## config.mk

```make
export PLATFORM = sky130hd
export DESIGN_NAME = fp16_approximate_multiplier_flat
export DESIGN_NICKNAME = d
export VERILOG_FILES = /design/src/rtl/fp16_approximate_multiplier_if.sv /design/src/rtl/fp16_approximate_multiplier.sv /design/src/flat_wrapper.sv
export SDC_FILE = /design/constraint.sdc
export NUM_CORES = 1
export LEC_CHECK = 0
export ABC_AREA = 1
export CAP_MARGIN = 20
export CORE_ASPECT_RATIO = 1.1
export CORE_UTILIZATION = 45
export CTS_BUF_LIST = sky130_fd_sc_hd__clkbuf_16
export DETAILED_ROUTE_END_ITERATION = 8
export HOLD_SLACK_MARGIN = 0.15
export PLACE_DENSITY = 0.72
export SETUP_SLACK_MARGIN = 0.15
export SLEW_MARGIN = 20
export SYNTH_ARGS = -nofsm -noshare
export SYNTH_HDL_FRONTEND = slang
export SYNTH_SLANG_ARGS = --single-unit
```

## constraint.sdc

```tcl
create_clock -name clk -period 2 [get_ports clk]
set_input_delay 0.2 -clock clk [delete_from_list [all_inputs] [get_ports clk]]
set_output_delay 0.2 -clock clk [all_outputs]
set_load 0.05 [all_outputs]
```

## src/rtl/fp16_approximate_multiplier_if.sv

```systemverilog
// Operand/result bundle for the FP16 multiplier.
// master drives operands, slave returns the registered product.
interface fp16_approximate_multiplier_if;
    logic        in_valid;
    logic [15:0] a;
    logic [15:0] b;
    logic [15:0] result;
    logic        out_valid;

    modport master (
        output in_valid, a, b,
        input  result, out_valid
    );

    modport slave (
        input  in_valid, a, b,
        output result, out_valid
    );
endinterface

```

## src/rtl/fp16_approximate_multiplier.sv

```systemverilog
// FP16 multiplier, one-cycle latency, exact signs/exponents/specials.
// FP16_MUL_EXACT_EN selects the 11x11 RNE significand path.
module fp16_approximate_multiplier (
    input  logic                         clk,
    input  logic                         rst,
    fp16_approximate_multiplier_if.slave bus
);
    logic [4:0] ea, eb;
    logic [9:0] fa, fb;
    logic       sgn;
    logic       a_zero, b_zero, a_inf, b_inf, a_nan, b_nan;
    logic       any_zero, any_inf, any_nan;

    assign ea  = bus.a[14:10];
    assign eb  = bus.b[14:10];
    assign fa  = bus.a[9:0];
    assign fb  = bus.b[9:0];
    assign sgn = bus.a[15] ^ bus.b[15];

    assign a_zero = (ea == 5'd0);
    assign b_zero = (eb == 5'd0);
    assign a_inf  = (ea == 5'h1F) && (fa == 10'd0);
    assign b_inf  = (eb == 5'h1F) && (fb == 10'd0);
    assign a_nan  = (ea == 5'h1F) && (fa != 10'd0);
    assign b_nan  = (eb == 5'h1F) && (fb != 10'd0);

    assign any_zero = a_zero | b_zero;
    assign any_inf  = a_inf | b_inf;
    assign any_nan  = a_nan | b_nan;

    logic signed [6:0] e_pre;
    logic signed [6:0] e_n;
    logic        [9:0] frac_n;

    assign e_pre = $signed({2'b00, ea}) + $signed({2'b00, eb}) - 7'sd15;

`ifdef FP16_MUL_EXACT_EN
    logic [10:0] sa, sb;
    logic [21:0] p;
    logic [9:0]  tf;
    logic [10:0] fr;
    logic        g, s, rnd;

    assign sa = {1'b1, fa};
    assign sb = {1'b1, fb};
    assign p  = sa * sb;

    always_comb begin
        tf = p[19:10];
        g  = p[9];
        s  = |p[8:0];
        if (p[21]) begin
            tf = p[20:11];
            g  = p[10];
            s  = |p[9:0];
        end
        // round to nearest, ties to even on the kept lsb
        rnd    = g & (s | tf[0]);
        fr     = {1'b0, tf} + {10'd0, rnd};
        frac_n = fr[9:0];
        e_n    = e_pre + {6'd0, p[21]} + {6'd0, fr[10]};
    end
`else
    logic [6:0]  sa, sb;
    logic [13:0] p;
    logic        unused_lsbs;

    assign sa = {1'b1, fa[9:4]};
    assign sb = {1'b1, fb[9:4]};
    assign p  = sa * sb;
    assign unused_lsbs = ^{fa[3:0], fb[3:0], p[1:0]};

    always_comb begin
        e_n    = e_pre;
        frac_n = p[11:2];
        if (p[13]) begin
            e_n    = e_pre + 7'sd1;
            frac_n = p[12:3];
        end
    end
`endif

    logic ovf, unf;
    logic sel_nan, sel_inf, sel_zero;
    logic [15:0] res_n;

    assign ovf = (e_n >= 7'sd31);
    assign unf = (e_n <= 7'sd0);

    // mutually exclusive selects encode the special-case priority
    assign sel_nan  = any_nan | (any_inf & any_zero);
    assign sel_inf  = !sel_nan & (any_inf | (!any_zero & ovf));
    assign sel_zero = !sel_nan & !sel_inf & (any_zero | unf);

    always_comb begin
        res_n = {sgn, e_n[4:0], frac_n};
        unique case (1'b1)
            sel_nan:  res_n = 16'h7E00;
            sel_inf:  res_n = {sgn, 5'h1F, 10'h000};
            sel_zero: res_n = {sgn, 15'h0000};
            default:  res_n = {sgn, e_n[4:0], frac_n};
        endcase
    end

    always_ff @(posedge clk or posedge rst) begin
        if (rst) begin
            bus.result    <= 16'h0000;
            bus.out_valid <= 1'b0;
        end else begin
            bus.out_valid <= bus.in_valid;
            if (bus.in_valid) begin
                bus.result <= res_n;
            end
        end
    end
endmodule

```

## src/flat_wrapper.sv

```systemverilog
// flat-port wrapper written by rule: the top's interface ports become plain ports
module fp16_approximate_multiplier_flat 
  (clk, rst, bus_in_valid, bus_a, bus_b, bus_result, bus_out_valid);
  fp16_approximate_multiplier_if bus_i ();
  input  logic clk;
  input  logic rst;
  input wire logic [$bits(bus_i.in_valid)-1:0] bus_in_valid;
  input wire logic [$bits(bus_i.a)-1:0] bus_a;
  input wire logic [$bits(bus_i.b)-1:0] bus_b;
  output wire logic [$bits(bus_i.result)-1:0] bus_result;
  output wire logic [$bits(bus_i.out_valid)-1:0] bus_out_valid;
  assign bus_i.in_valid = bus_in_valid;
  assign bus_i.a = bus_a;
  assign bus_i.b = bus_b;
  assign bus_result = bus_i.result;
  assign bus_out_valid = bus_i.out_valid;
  fp16_approximate_multiplier u_core (.clk(clk), .rst(rst), .bus(bus_i));
endmodule
```

==> results of run 1 <==
## metrics by stage
step / setup TNS [ps] / setup WS [ps]
after floorplan: -32090 / -2200
after CTS: -33550 / -2270
after detailed placement: -42870 / -2910
final: -33210 / -2250
after global routing: -36660 / -2480
after global placement: -41540 / -2850
## sequential cells by signal, indices dropped and copies added (netlist names)
signal / cells
u_core.bus.out_valid: 1
u_core.bus.result: 16
## routing by layer
metal  vias to the layer above  GRT usage [%]  routed length, um
met5                         -              0                  0
met4                         0           4.24                 74
met3                        10           2.84                250
met2                        65           43.8               4560
met1                      1553           31.0               3590
li1                       1710              -                  -
## cell type report
class                   count  area [um2]
multi-input cells         342        2550
repair buffers            138        1160
clock buffers               3        75.1
clock inverters             1        5.00
well taps                  82         103
fillers                   545        1970
flip-flops and latches     17         425
inverters                 100         378
## critical path, delay by kind of cell
kind	cells	cell delay, ps
AOI/OAI and AO/OA	2	230
and+or+nand+nor	13	1300
adders and majority gates	5	2280
buffers and inverters	7	400
## cells by family (layout without fill, tap and decap cells)
logic type | after synthesis | after routing | share of synthesized area [%]
buffers and inverters | 106 | 242 | 12.9
AOI/OAI and AO/OA | 31 | 31 | 5.61
and+or+nand+nor | 234 | 235 | 33.3
muxes | 1 | 1 | 0.318
xor gates and xnor gates | 12 | 12 | 3.34
adders and majority gates | 63 | 63 | 31.0
DFF | 17 | 17 | 13.5
## cells in the final DEF, fill, tap and decap left out, drive strengths merged
cell             n
a21o             1
a21oi           15
a221oi           1
a31oi            1
buf             97
clkbuf           3
clkdlybuf4s15    1
clkdlybuf4s50   40
clkinv           1
dfrtp           17
fa              25
ha              38
inv            100
mux2i            1
nand2          152
nand3           29
nand3b           4
nand4            6
nor2            35
nor3             2
nor4             4
o211ai           1
o21ai           10
o22ai            1
o31ai            1
or2              1
or4              2
xnor2            4
xor2             8
## where the power goes
part / total, uW / switching (uW) / internal (uW)
Combinational: 3900 / 2200 / 1690
Clock: 399 / 132 / 267
Sequential: 534 / 69.9 / 464
Total: 4830 / 2410 / 2430
## cells in the mapped netlist, drive strengths merged
master	number
mux2i	1
nand4	6
nand2	152
buf	2
xor2	8
a221oi	1
a21o	1
nand3	29
o22ai	1
o211ai	1
ha	38
dfrtp	17
nor4	4
o31ai	1
fa	25
or2	1
nor3	2
a21oi	15
inv	100
or4	2
nand3b	4
xnor2	4
o21ai	10
clkbuf	4
a31oi	1
nor2	34
## how the worst max path moves through the flow
stage             start                          endpoint  cells past startpoint
2_1_floorplan  bus_a[6]  u_core.bus.result[9]$_DFFE_PP0P_                     30
3_3_place_gp   bus_b[8]  u_core.bus.result[9]$_DFFE_PP0P_                     29
3_5_place_dp   bus_b[8]  u_core.bus.result[9]$_DFFE_PP0P_                     29
4_1_cts        bus_a[6]  u_core.bus.result[0]$_DFFE_PP0P_                     28
5_1_grt        bus_b[6]  u_core.bus.result[8]$_DFFE_PP0P_                     27
6_report       bus_b[7]  u_core.bus.result[8]$_DFFE_PP0P_                     27
## timing repair
| item | 4_1_cts | 5_1_grt |
|---|---|---|
| cloned | 1 | 0 |
| buffers inserted | 5 | 2 |
| endpoints found under the setup margin | 16 | 16 |
| gates resized for setup | 78 | 36 |
| pin swaps | 36 | 22 |
==> results.toml, run 1 <==
[worst_setup_path]
cp.required_ps = 2190
cp_slowest_cell = "fa_1"
reg2reg_slack_ps = 1290
slowest_delay_ps = 550
cp.arrival_ps = 4440
worstReg2RegStart = "u_core.bus.result[12]$_DFFE_PP0P_"
path_max_fanout = 7
path_common_cell = "nand2_2"
worstReg2RegEnd = "u_core.bus.result[12]$_DFFE_PP0P_"
r2r_cells = 2
end_kind = "flop"
startpoint_type = "primary input"
crit_type = "in -> reg"

[power_and_ir_drop]
irDropWorstVdd_uv = 933
leakage_uw = 0.00264
power.density_nw_per_um2 = 1030
report.power.total_uw = 4830

[layout]
nets = 700
syn_to_final_growth_pct = 49.3
drive_gt1_share_pct = 30.0
fin_cells = 683
fin_util_pct = 70.4
antenna-diode-count = 0
fin_area_um2 = 4700

[global_routing]
grt_first_pass_wirelength_mm = 14.5
gr-total-overflow = 0
grt_usage_pct = 24.4
antenna_found_initial = 0
grt_max_degree = 18
grt_pass1_vias = 3336

[timing]
fin_crit_sh_pct = 213
timing.hold.ws_ps = 342
postLayoutSetupSlackWorst_ps = -2250
max_slew.worst_pin.slew_ps = 654
clock-skew-final_ps = 0
timing.fmax_mhz = 235
period_minus_slack_ps = 4250
setup_viol = 15
max-slew-margin-rel_pct = 56.3
rsz0062_at_grt = "yes"
slew_viol_final = 0
finalHoldViolCount = 0

[clocking]
cts_tree = "yes"
clkSlewWorstSetupHoldPaths_ps = 50
cts_root_buf = "clkbuf_16"
h-tree-depth = 1
clock_path_buffers = 2
cts_hold_buf = 0
cts_buffers = 3
clock_latency_ps = 250
cts.sinks = 17

[floorplan]
die_w_um = 81.7
io_pins = 52
fp.dieArea_um2 = 7330
die_h_um = 89.7
rows = 31
start_util_pct = 47.2
core_area_um2 = 6670

[placement]
post-place-cells = 671
io_buffer_count = 51
place_area_um2 = 4340
place_congestion = 0.914
detailed_place_hpwl_mm = 6.75

[detailed_routing]
wirelength_mm = 8.47
first_iter_violations = 141
drc = 0
via_per_inst = 4.89
ant_nets = 0
wire_per_inst_um = 12.4
num_vias = 3338
firstDrtPassIters = 4

[yosys]
yosysWarnings = 0
syn_nets = 562
netlist.area_leader.share_pct = 16.8
ys_top_cells_by_area = "nand2_1 17%, fa_1 16%, ha_1 15%"
seq_area_frac_synth_pct = 13.5
synth_cell_types = 36
syn_inst = 464
synth_seq_cells = 17
syn_area_per_cell_um2 = 6.78
yosys.area.top_type = "nand2_1"
syn_area_um2 = 3150

[job]
cap_viol_max_count = 0

[min_path]
min_path_type = "in -> async"

[outcome]
status = "finished with violations"
violations = "setup timing"
Note: power is estimated with default switching activity, not from simulation.
==> run 2, diff against run 1 <==
Settings changed: SLEW_MARGIN 20 to 0.
==> results of run 2 <==
Same layout as run 1: the final DEF is identical, and so are final timing and power.
